<file path="config.mk">
export PLATFORM = sky130hd
export DESIGN_NAME = ysyx_041514_lsu_ctrl
export DESIGN_NICKNAME = d
export VERILOG_FILES = /design/src/rtl/ysyx_041514_lsu_ctrl_pkg.sv /design/src/rtl/ysyx_041514_lsu_ctrl_align.sv /design/src/rtl/ysyx_041514_lsu_ctrl.sv
export SDC_FILE = /design/constraint.sdc
export NUM_CORES = 1
export LEC_CHECK = 0
export ABC_AREA = 1
export CELL_PAD_IN_SITES_DETAIL_PLACEMENT = 0
export CELL_PAD_IN_SITES_GLOBAL_PLACEMENT = 1
export CORE_UTILIZATION = 32
export CTS_BUF_LIST = sky130_fd_sc_hd__clkbuf_8
export DETAILED_ROUTE_END_ITERATION = 12
export GPL_TIMING_DRIVEN = 1
export PLACE_DENSITY = 0.79
export SLEW_MARGIN = 20
export SYNTH_ARGS = -nofsm -noshare
export SYNTH_HDL_FRONTEND = slang
export SYNTH_SLANG_ARGS = --single-unit
</file>
<file path="constraint.sdc">
create_clock -name clk -period 8.47 [get_ports clk]
set_input_delay 1.2705 -clock clk [delete_from_list [all_inputs] [get_ports clk]]
set_output_delay 1.2705 -clock clk [all_outputs]
set_load 0.02 [all_outputs]
</file>
<file path="src/rtl/ysyx_041514_lsu_ctrl_pkg.sv">
// Shared definitions for the LSU memory-access controller: FSM states, size
// bit positions, strobe masks and size normalisation.
package ysyx_041514_lsu_ctrl_pkg;

  typedef enum logic [1:0] {
    ysyx_041514_LSU_IDLE = 2'd0,
    ysyx_041514_LSU_REQ  = 2'd1,
    ysyx_041514_LSU_WAIT = 2'd2
  } lsu_state_e;

  localparam int LSU_SZ_B = 0;
  localparam int LSU_SZ_H = 1;
  localparam int LSU_SZ_W = 2;
  localparam int LSU_SZ_D = 3;

  localparam logic [7:0] LSU_STRB_B = 8'h01;
  localparam logic [7:0] LSU_STRB_H = 8'h03;
  localparam logic [7:0] LSU_STRB_W = 8'h0F;
  localparam logic [7:0] LSU_STRB_D = 8'hFF;

  // Largest set size bit wins; an all-zero size collapses to a byte access.
  function automatic logic [3:0] lsu_size_norm(input logic [3:0] s);
    if (s[LSU_SZ_D])      return 4'b1000;
    else if (s[LSU_SZ_W]) return 4'b0100;
    else if (s[LSU_SZ_H]) return 4'b0010;
    else                  return 4'b0001;
  endfunction

  function automatic logic [7:0] lsu_size_mask(input logic [3:0] s);
    if (s[LSU_SZ_D])      return LSU_STRB_D;
    else if (s[LSU_SZ_W]) return LSU_STRB_W;
    else if (s[LSU_SZ_H]) return LSU_STRB_H;
    else                  return LSU_STRB_B;
  endfunction

endpackage

</file>
<file path="src/rtl/ysyx_041514_lsu_ctrl_align.sv">
// Byte-lane alignment: store strobe/data shift into the doubleword and load
// data shift plus sign/zero extension. Purely combinational.
module ysyx_041514_lsu_align
  import ysyx_041514_lsu_ctrl_pkg::*;
(
  input  logic [3:0]  i_size,
  input  logic [2:0]  i_off,
  input  logic        i_signed,
  input  logic [63:0] i_wdata,
  input  logic [63:0] i_rdata,
  output logic [7:0]  o_wstrb,
  output logic [63:0] o_wdata,
  output logic [63:0] o_rdata
);

  logic [5:0]  w_shamt;
  logic [63:0] w_rdata_sh;

  function automatic logic [63:0] load_extend(input logic [63:0] d,
                                              input logic [3:0]  sz,
                                              input logic        sgn);
    if (sz[LSU_SZ_D])      return d;
    else if (sz[LSU_SZ_W]) return {{32{sgn & d[31]}}, d[31:0]};
    else if (sz[LSU_SZ_H]) return {{48{sgn & d[15]}}, d[15:0]};
    else                   return {{56{sgn & d[7]}},  d[7:0]};
  endfunction

  assign w_shamt    = {i_off, 3'b000};
  // Lanes shifted past byte 7 fall off the 8-bit strobe.
  assign o_wstrb    = lsu_size_mask(i_size) << i_off;
  assign o_wdata    = i_wdata << w_shamt;
  assign w_rdata_sh = i_rdata >> w_shamt;
  assign o_rdata    = load_extend(w_rdata_sh, i_size, i_signed);

endmodule

</file>
<file path="src/rtl/ysyx_041514_lsu_ctrl.sv">
// MEM-stage load/store controller: single-outstanding 64-bit bus handshake.
// Optional misaligned-access fault: define YSYX_041514_LSU_MISALIGN_CHECK_EN.
module ysyx_041514_lsu_ctrl
  import ysyx_041514_lsu_ctrl_pkg::*;
#(
  parameter int ADDR_WIDTH = 64,
  parameter int DATA_WIDTH = 64
) (
  input  logic                  clk,
  input  logic                  rst,
  input  logic                  ls_valid_i,
  output logic                  ls_ready_o,
  input  logic                  ls_type_i,
  input  logic                  ls_signed_i,
  input  logic [3:0]            ls_size_i,
  input  logic [ADDR_WIDTH-1:0] ls_addr_i,
  input  logic [DATA_WIDTH-1:0] ls_wdata_i,
  output logic                  mem_req_valid_o,
  input  logic                  mem_req_ready_i,
  output logic [ADDR_WIDTH-1:0] mem_req_addr_o,
  output logic                  mem_req_wen_o,
  output logic [DATA_WIDTH-1:0] mem_req_wdata_o,
  output logic [7:0]            mem_req_wstrb_o,
  input  logic                  mem_resp_valid_i,
  output logic                  mem_resp_ready_o,
  input  logic [DATA_WIDTH-1:0] mem_resp_rdata_i,
  output logic                  ls_done_o,
  output logic [DATA_WIDTH-1:0] ls_rdata_o,
  output logic                  ls_misalign_o
);

  lsu_state_e            r_state;
  logic                  r_type;
  logic                  r_signed;
  logic [3:0]            r_size;
  logic [2:0]            r_off;
  logic [DATA_WIDTH-1:0] r_wdata;
  logic [ADDR_WIDTH-1:0] r_addr;
  logic                  r_done;
  logic                  r_misalign;
  logic [DATA_WIDTH-1:0] r_rdata;

  logic [3:0]            w_size_in;
  logic [7:0]            w_strb;
  logic [DATA_WIDTH-1:0] w_wdata_sh;
  logic [DATA_WIDTH-1:0] w_rdata_ext;
  logic                  w_misalign;

  assign w_size_in = lsu_size_norm(ls_size_i);

`ifdef YSYX_041514_LSU_MISALIGN_CHECK_EN
  assign w_misalign = (w_size_in[LSU_SZ_H] & ls_addr_i[0])
                    | (w_size_in[LSU_SZ_W] & (|ls_addr_i[1:0]))
                    | (w_size_in[LSU_SZ_D] & (|ls_addr_i[2:0]));
`else
  assign w_misalign = 1'b0;
`endif

  ysyx_041514_lsu_align u_align (
    .i_size   (r_size),
    .i_off    (r_off),
    .i_signed (r_signed),
    .i_wdata  (r_wdata),
    .i_rdata  (mem_resp_rdata_i),
    .o_wstrb  (w_strb),
    .o_wdata  (w_wdata_sh),
    .o_rdata  (w_rdata_ext)
  );

  assign ls_ready_o       = (r_state == ysyx_041514_LSU_IDLE);
  assign mem_req_valid_o  = (r_state == ysyx_041514_LSU_REQ);
  assign mem_resp_ready_o = (r_state == ysyx_041514_LSU_WAIT);
  assign mem_req_addr_o   = r_addr;
  assign mem_req_wdata_o  = w_wdata_sh;
  assign mem_req_wen_o    = mem_req_valid_o & r_type;
  assign mem_req_wstrb_o  = mem_req_valid_o ? w_strb : 8'h00;
  assign ls_done_o        = r_done;
  assign ls_rdata_o       = r_rdata;
  assign ls_misalign_o    = r_misalign;

  always_ff @(posedge clk or posedge rst) begin
    if (rst) begin
      r_state    <= ysyx_041514_LSU_IDLE;
      r_type     <= 1'b0;
      r_signed   <= 1'b0;
      r_size     <= '0;
      r_off      <= '0;
      r_wdata    <= '0;
      r_addr     <= '0;
      r_done     <= 1'b0;
      r_misalign <= 1'b0;
      r_rdata    <= '0;
    end else begin
      r_done     <= 1'b0;
      r_misalign <= 1'b0;
      case (r_state)
        ysyx_041514_LSU_IDLE: begin
          if (ls_valid_i) begin
            r_type   <= ls_type_i;
            r_signed <= ls_signed_i;
            r_size   <= w_size_in;
            r_off    <= ls_addr_i[2:0];
            r_wdata  <= ls_wdata_i;
            r_addr   <= {ls_addr_i[ADDR_WIDTH-1:3], 3'b000};
            // A faulting access completes immediately without touching the bus.
            if (w_misalign) begin
              r_done     <= 1'b1;
              r_misalign <= 1'b1;
              r_rdata    <= '0;
            end else begin
              r_state <= ysyx_041514_LSU_REQ;
            end
          end
        end
        ysyx_041514_LSU_REQ: begin
          if (mem_req_ready_i) r_state <= ysyx_041514_LSU_WAIT;
        end
        ysyx_041514_LSU_WAIT: begin
          if (mem_resp_valid_i) begin
            r_state <= ysyx_041514_LSU_IDLE;
            r_done  <= 1'b1;
            r_rdata <= r_type ? '0 : w_rdata_ext;
          end
        end
        default: r_state <= ysyx_041514_LSU_IDLE;
      endcase
    end
  end

endmodule
</file>
==> results.toml, run 1 <==
[run_status]
status = "finished clean"

[die]
start_util = 0.324
die_w_um = 192
num_io_pins = 409
die_area_mm2 = 0.0367
rows = 69
die_h_um = 192
core-area_mm2 = 0.0355

[route]
drc = 0
ant_nets = 0
drtIter0Drc = 732
via_per_inst = 4.92
vias = 12200
post_drt_wl_per_cell_um = 18.9
firstDrtPassIters = 7
wirelength_um = 47000

[timing]
whs_ps = 484
finalCritPeriodShare = 0.619
tightest_slew_ps = 1060
period_minus_slack_ps = 5240
hold_viol_final = 0
setup_tns_ps = 0
setup_viol = 0
maxSlewViolCount = 0
fmax_ghz = 0.191
rsz0062_at_grt = "no"
relSlewSlack = 0.290
fin_skew_ps = 19.1

[clock_tree]
clock_path_buffers = 2
numCtsBuffers = 17
clkTransAtPathRegs_ps = 110
cts-htree-levels = 4
cts_tree = "built"
cts_root_buffer = "clkbuf_8"
clk_latency_ps = 510
post_cts_resized = 0
postCtsHoldBufs = 0
post_cts_buffers = 0
cts.sinks = 200

[setup_path]
crit_family = "buffers and inverters"
required_ps = 7200
path_buf_inv = 3
path_cells = "clkinv_2, buf_4, o21ai_0, clkdlybuf4s50_1"
path_class = "reg2out"
worstReg2RegEnd = "ls_rdata_o[58]"
arrival_ps = 3970
cp.depth = 4
rr_worst_depth = 10
critPathSlowestCell = "dfrtp_2"
start_kind = "flip-flop"
r2r-start = "r_off[1]"
slowest_delay_ps = 820
cp_max_fo = 69
ff2ff_setup_slack_ps = 5070
cp-end-kind = "output pin"

[yosys]
yosysSeqAreaShare = 0.435
synth_seq_cells = 200
synth.distinct_cells = 39
synth_ff_type = "dfrtp_1"
syn-cell-area_mm2 = 0.0115
netlist_instances = 1688
synth_compound_area_frac = 0.120
async_flop_share = 1.00
synthXorXnorAreaFrac = 0
synth_enable_flop_cells = 0
synthAdderAreaFrac = 0
synth-simple-area-share = 0.346
syn_area_per_cell_um2 = 6.81
synth_top_family_by_area = "simple AND/OR/NAND/NOR gates"
synthMuxAreaShare = 0.0165
yosys_warnings = 0

[power_and_ir_drop]
cellPowerDensity_mw_per_mm2 = 436
p_leak_uw = 0.00775
peakVddDrop_mv = 0.205

[grt]
grt_overflow = 0
antenna_found_initial = 8
grt_util_all_layers = 0.257
grt_pass1_vias = 12100
grt_start_max_net_pins = 111
grt_pass1_wl_um = 70400

[layout]
fillers = 3682
final_common_cell = "nand2_1"
fin_util = 0.451
fin_nets = 2208
area_delta_synth_final_pct = 39.3
drive_gt1_frac = 0.0406
stdcell_area_mm2 = 0.0160
final_cell_mix = "nand2_1 (811), clkdlybuf4s50_1 (403), dfrtp_1 (197)"

[placed_design]
gp_congestion = 0.853
dp_hpwl_um = 33400
placed_area_mm2 = 0.0156
io_buffers = 403

[job]
drv_cap = 0

[worst_hold_path]
holdPathStages = 2
hold_path_end = "ls_rdata_o[5]"
min-delay-start = "ls_rdata_o[5]"
worstHoldPathType = "reg2reg"
-- how the worst max path moves through the flow --
stage	slack, ps	startpoint	endpoint
2_1_floorplan	1750	rst	ls_done_o
3_3_place_gp	3830	r_off[2]	mem_req_wdata_o[52]
3_5_place_dp	3790	r_off[2]	mem_req_wdata_o[52]
4_1_cts	3220	r_off[2]	mem_req_wdata_o[52]
5_1_grt	3060	r_off[2]	mem_req_wdata_o[52]
6_report	3230	r_off[2]	mem_req_wdata_o[50]
-- per-layer routing --
metal / part of all wire / vias to the layer above / global-route usage
met5: 0.0010 / - / 0
met1: 0.39 / 5732 / 0.298
li1: - / 5948 / -
met3: 0.083 / 69 / 0.0707
met4: 0.030 / 8 / 0.0962
met2: 0.49 / 465 / 0.449
-- registers in the layout, summed over array words and instances, names as in the netlist --
register        cells
r_type              1
r_size              3
ls_rdata_o         64
r_state             2
r_off               3
ls_done_o           1
mem_req_addr_o     61
r_signed            1
r_wdata            64
-- report_power, final --
part / switching [uW] / internal [uW]
registers: 361 / 1400
clock network: 384 / 253
logic: 2860 / 1720
total: 3600 / 3370
-- worst min-delay path, stage by stage, from the launching register on --
cell and delay, ps:
dfrtp_1 350, nand2_1 50, nand2_1 50
-- cells by family (layout without fill, tap and decap cells) --
family,Yosys count,after routing
and+or+nand+nor,1005,1005
AOI/OAI and AO/OA,262,262
buffers and inverters,201,528
DFF,200,200
muxes,19,19
other,1,8
-- cells in the mapped netlist, types with 2 or more instances --
| cell type | instances | area [um^2] |
|---|---|---|
| nand2_1 | 813 | 3050 |
| dfrtp_1 | 200 | 5000 |
| o21ai_0 | 145 | 726 |
| nand3_1 | 90 | 450 |
| nor2_1 | 75 | 282 |
| inv_1 | 74 | 278 |
| a21oi_1 | 54 | 270 |
| clkbuf_1 | 52 | 195 |
| buf_2 | 33 | 165 |
| o21ai_1 | 31 | 155 |
| mux2i_1 | 19 | 190 |
| buf_1 | 14 | 52.6 |
| nand2_2 | 14 | 87.6 |
| buf_4 | 10 | 75.1 |
| buf_6 | 9 | 101 |
| o22ai_1 | 8 | 50.1 |
| o21a_1 | 7 | 52.6 |
| o211ai_1 | 5 | 37.5 |
| o31ai_1 | 5 | 37.5 |
| inv_2 | 4 | 15.0 |
| nor2_2 | 4 | 25.0 |
| nand3_2 | 3 | 30.0 |
| a22o_1 | 2 | 17.5 |
| nand2_4 | 2 | 22.5 |
-- stage by stage --
step | worst slack [ps] | std cells | power (uW)
2_1_floorplan | 1750 | 1691 | 4400
3_3_place_gp | 3830 | 2447 | 6330
3_5_place_dp | 3790 | 2447 | 6360
4_1_cts | 3220 | 2479 | 7030
5_1_grt | 3060 | 2480 | 7490
6_report | 3230 | 2483 | 6980
-- layout make-up --
class	instances	area, um^2	area share
clock inverters	13	120	0.00750
inverters	80	315	0.0197
well taps	461	577	0.0360
multi-input cells	1290	5580	0.349
clock buffers	19	262	0.0163
flip-flops and latches	200	5010	0.313
diodes	4	10.0	0.000625
repair buffers	416	4140	0.258
No activity file was read; power rests on OpenSTA's default activity.
==> inputs of run 2 (changes only) <==
CORE_UTILIZATION = 29   (was 32)
PLACE_DENSITY = 0.75   (was 0.79)
clock period = 4.4 ns   (was 8.47 ns; I/O delays follow)
==> run 2 against run 1 <==
Against the previous run:
- clock power is 120% higher
- worst hold slack improved by 3.1 ps
- combinational power increased by 96%
- cell area is 1.5% higher
- non-clock buffer count grew 7
- highest routed layer unchanged
- critical path depth increased by 3
- worst setup slack got worse by 2800 ps
- die area rose by 10%
- largest cell class unchanged
==> results.toml, run 2 (synthesized netlist as in run 1, its figures left out) <==
[run_status]
status = "finished clean"

[timing]
fmax_ghz = 0.254
hold_viol_final = 0
tightest_slew_ps = 1060
rsz0062_at_grt = "no"
setup_viol = 0
setup_tns_ps = 0
relSlewSlack = 0.291
finalCritPeriodShare = 0.893
period_minus_slack_ps = 3930
maxSlewViolCount = 0
fin_skew_ps = 9.93

[grt]
grt_pass1_vias = 12600
grt_pass1_wl_um = 73900
antenna_found_initial = 3
grt_overflow = 0
grt_util_all_layers = 0.240
grt_start_max_net_pins = 95

[setup_path]
critPathSlowestCell = "dfrtp_2"
cpMostUsedCell = "inv_1"
cp-end-kind = "output pin"
path_cells = "clkinv_2, nor2_4, inv_1, o22ai_1, inv_1, o21ai_0, clkdlybuf4s50_1"
slowest_delay_ps = 670
cp_max_fo = 19
path_class = "reg2out"
arrival_ps = 3270
start_kind = "flip-flop"
required_ps = 3740

[route]
ant_nets = 0
vias = 12300
wirelength_um = 48500
via_per_inst = 4.82
firstDrtPassIters = 9
drtIter0Drc = 866
drc = 0
post_drt_wl_per_cell_um = 19.1

[clock_tree]
numCtsBuffers = 17
cts-htree-levels = 4
post_cts_resized = 0
cts_root_buffer = "clkbuf_8"
clkTransAtPathRegs_ps = 110
clock_path_buffers = 2
cts.sinks = 200
postCtsHoldBufs = 0
clk_latency_ps = 500
cts_tree = "built"
post_cts_buffers = 0

[die]
core-area_mm2 = 0.0388
die_area_mm2 = 0.0404
num_io_pins = 409
die_w_um = 201
rows = 72
die_h_um = 201
start_util = 0.296

[layout]
final_common_cell = "nand2_1"
seq_area_mm2 = 0.00501
fillers = 4043
fin_nets = 2215
multiInputGateArea_mm2 = 0.00558
area_delta_synth_final_pct = 41.4
drive_gt1_frac = 0.0454
final_cell_mix = "nand2_1 (811), clkdlybuf4s50_1 (402), dfrtp_1 (197)"

[placed_design]
dp_hpwl_um = 35400
io_buffers = 403
gp_congestion = 0.931

[job]
drv_cap = 0

[power_and_ir_drop]
combPwrFrac = 0.654
p_sw_frac = 0.512
intPower_uw = 6690
clockPowerShare = 0.101
cellPowerDensity_mw_per_mm2 = 844
power.switching_uw = 7030
seqPwrFrac = 0.245
peakVddDrop_mv = 0.406
p_leak_uw = 0.00782
finalPower_uw = 13700

[worst_hold_path]
worstHoldPathType = "reg2reg"
==> run 2: cell types whose count changed in the layout (fill, tap and decap cells not counted), sizes merged <==
cell	previous run	this run
clkinvlp	0	2
bufinv	1	3
inv	84	79
buf	13	21
diode	4	2
clkdlybuf4s50	403	402
clkbuf	19	20
==> run 2: cell type report <==
class,instances,area share
multi-input combinational,1290,0.343
sequential,200,0.308
timing repair buffer,423,0.261
tap,518,0.0399
inverter,80,0.0192
clock buffer,20,0.0169
clock inverter,12,0.0112
antenna,2,0.000308
==> run 2: power groups by stage <==
stage / sequential [uW] / clock, uW / combinational (uW)
4_1_cts: 3370 / 1430 / 9070
3_3_place_gp: 3370 / 0 / 9020
3_5_place_dp: 3390 / 0 / 9030
5_1_grt: 3480 / 1490 / 9760
2_1_floorplan: 3830 / 0 / 4630
6_report: 3360 / 1390 / 8980
==> run 2: critical path: cells and delay by family, from the launching register on <==
kind | cells | cell delay, ps
AND/OR/NAND/NOR | 1 | 180
buffers and inverters | 4 | 1240
AO/OA/AOI/OAI | 2 | 650
flip-flops | 1 | 670
==> run 2: path summary, 6_finish.rpt <==
| kind | start | to | slack [ps] | cells past startpoint |
|---|---|---|---|---|
| worst min register to register | mem_req_addr_o[6] | mem_req_addr_o[6] | 490 | 2 |
| worst max register to register | r_off[1] | ls_rdata_o[47] | 1280 | 12 |
| max in group asynchronous | rst | r_off[2] | 2920 | 3 |
| min in group asynchronous | rst | mem_req_addr_o[63] | 530 | 2 |
| worst max-delay path | r_off[1] | mem_req_wdata_o[53] | 470 | 7 |
| worst min-delay path | mem_req_addr_o[6] | mem_req_addr_o[6] | 490 | 2 |
==> run 2: metal layers <==
metal	track usage	up-vias	wire length (um)
met5	0	-	12
met4	0.0772	2	1310
met3	0.0808	62	4180
met2	0.420	469	24200
met1	0.273	5783	18800
li1	-	5963	-
==> run 2: stage by stage <==
stage                     instance area, um^2  setup WS (ps)  hold slack [ps]  cells  utilization
after floorplan                         11500           1150              449   1691            -
after global placement                  15800            993              461   2511        0.407
after detailed placement                15800           1010              464   2511        0.407
after CTS                               16300            422              493   2543        0.419
after global routing                    16300            326              509   2543        0.419
final                                   16300            470              488   2545        0.419
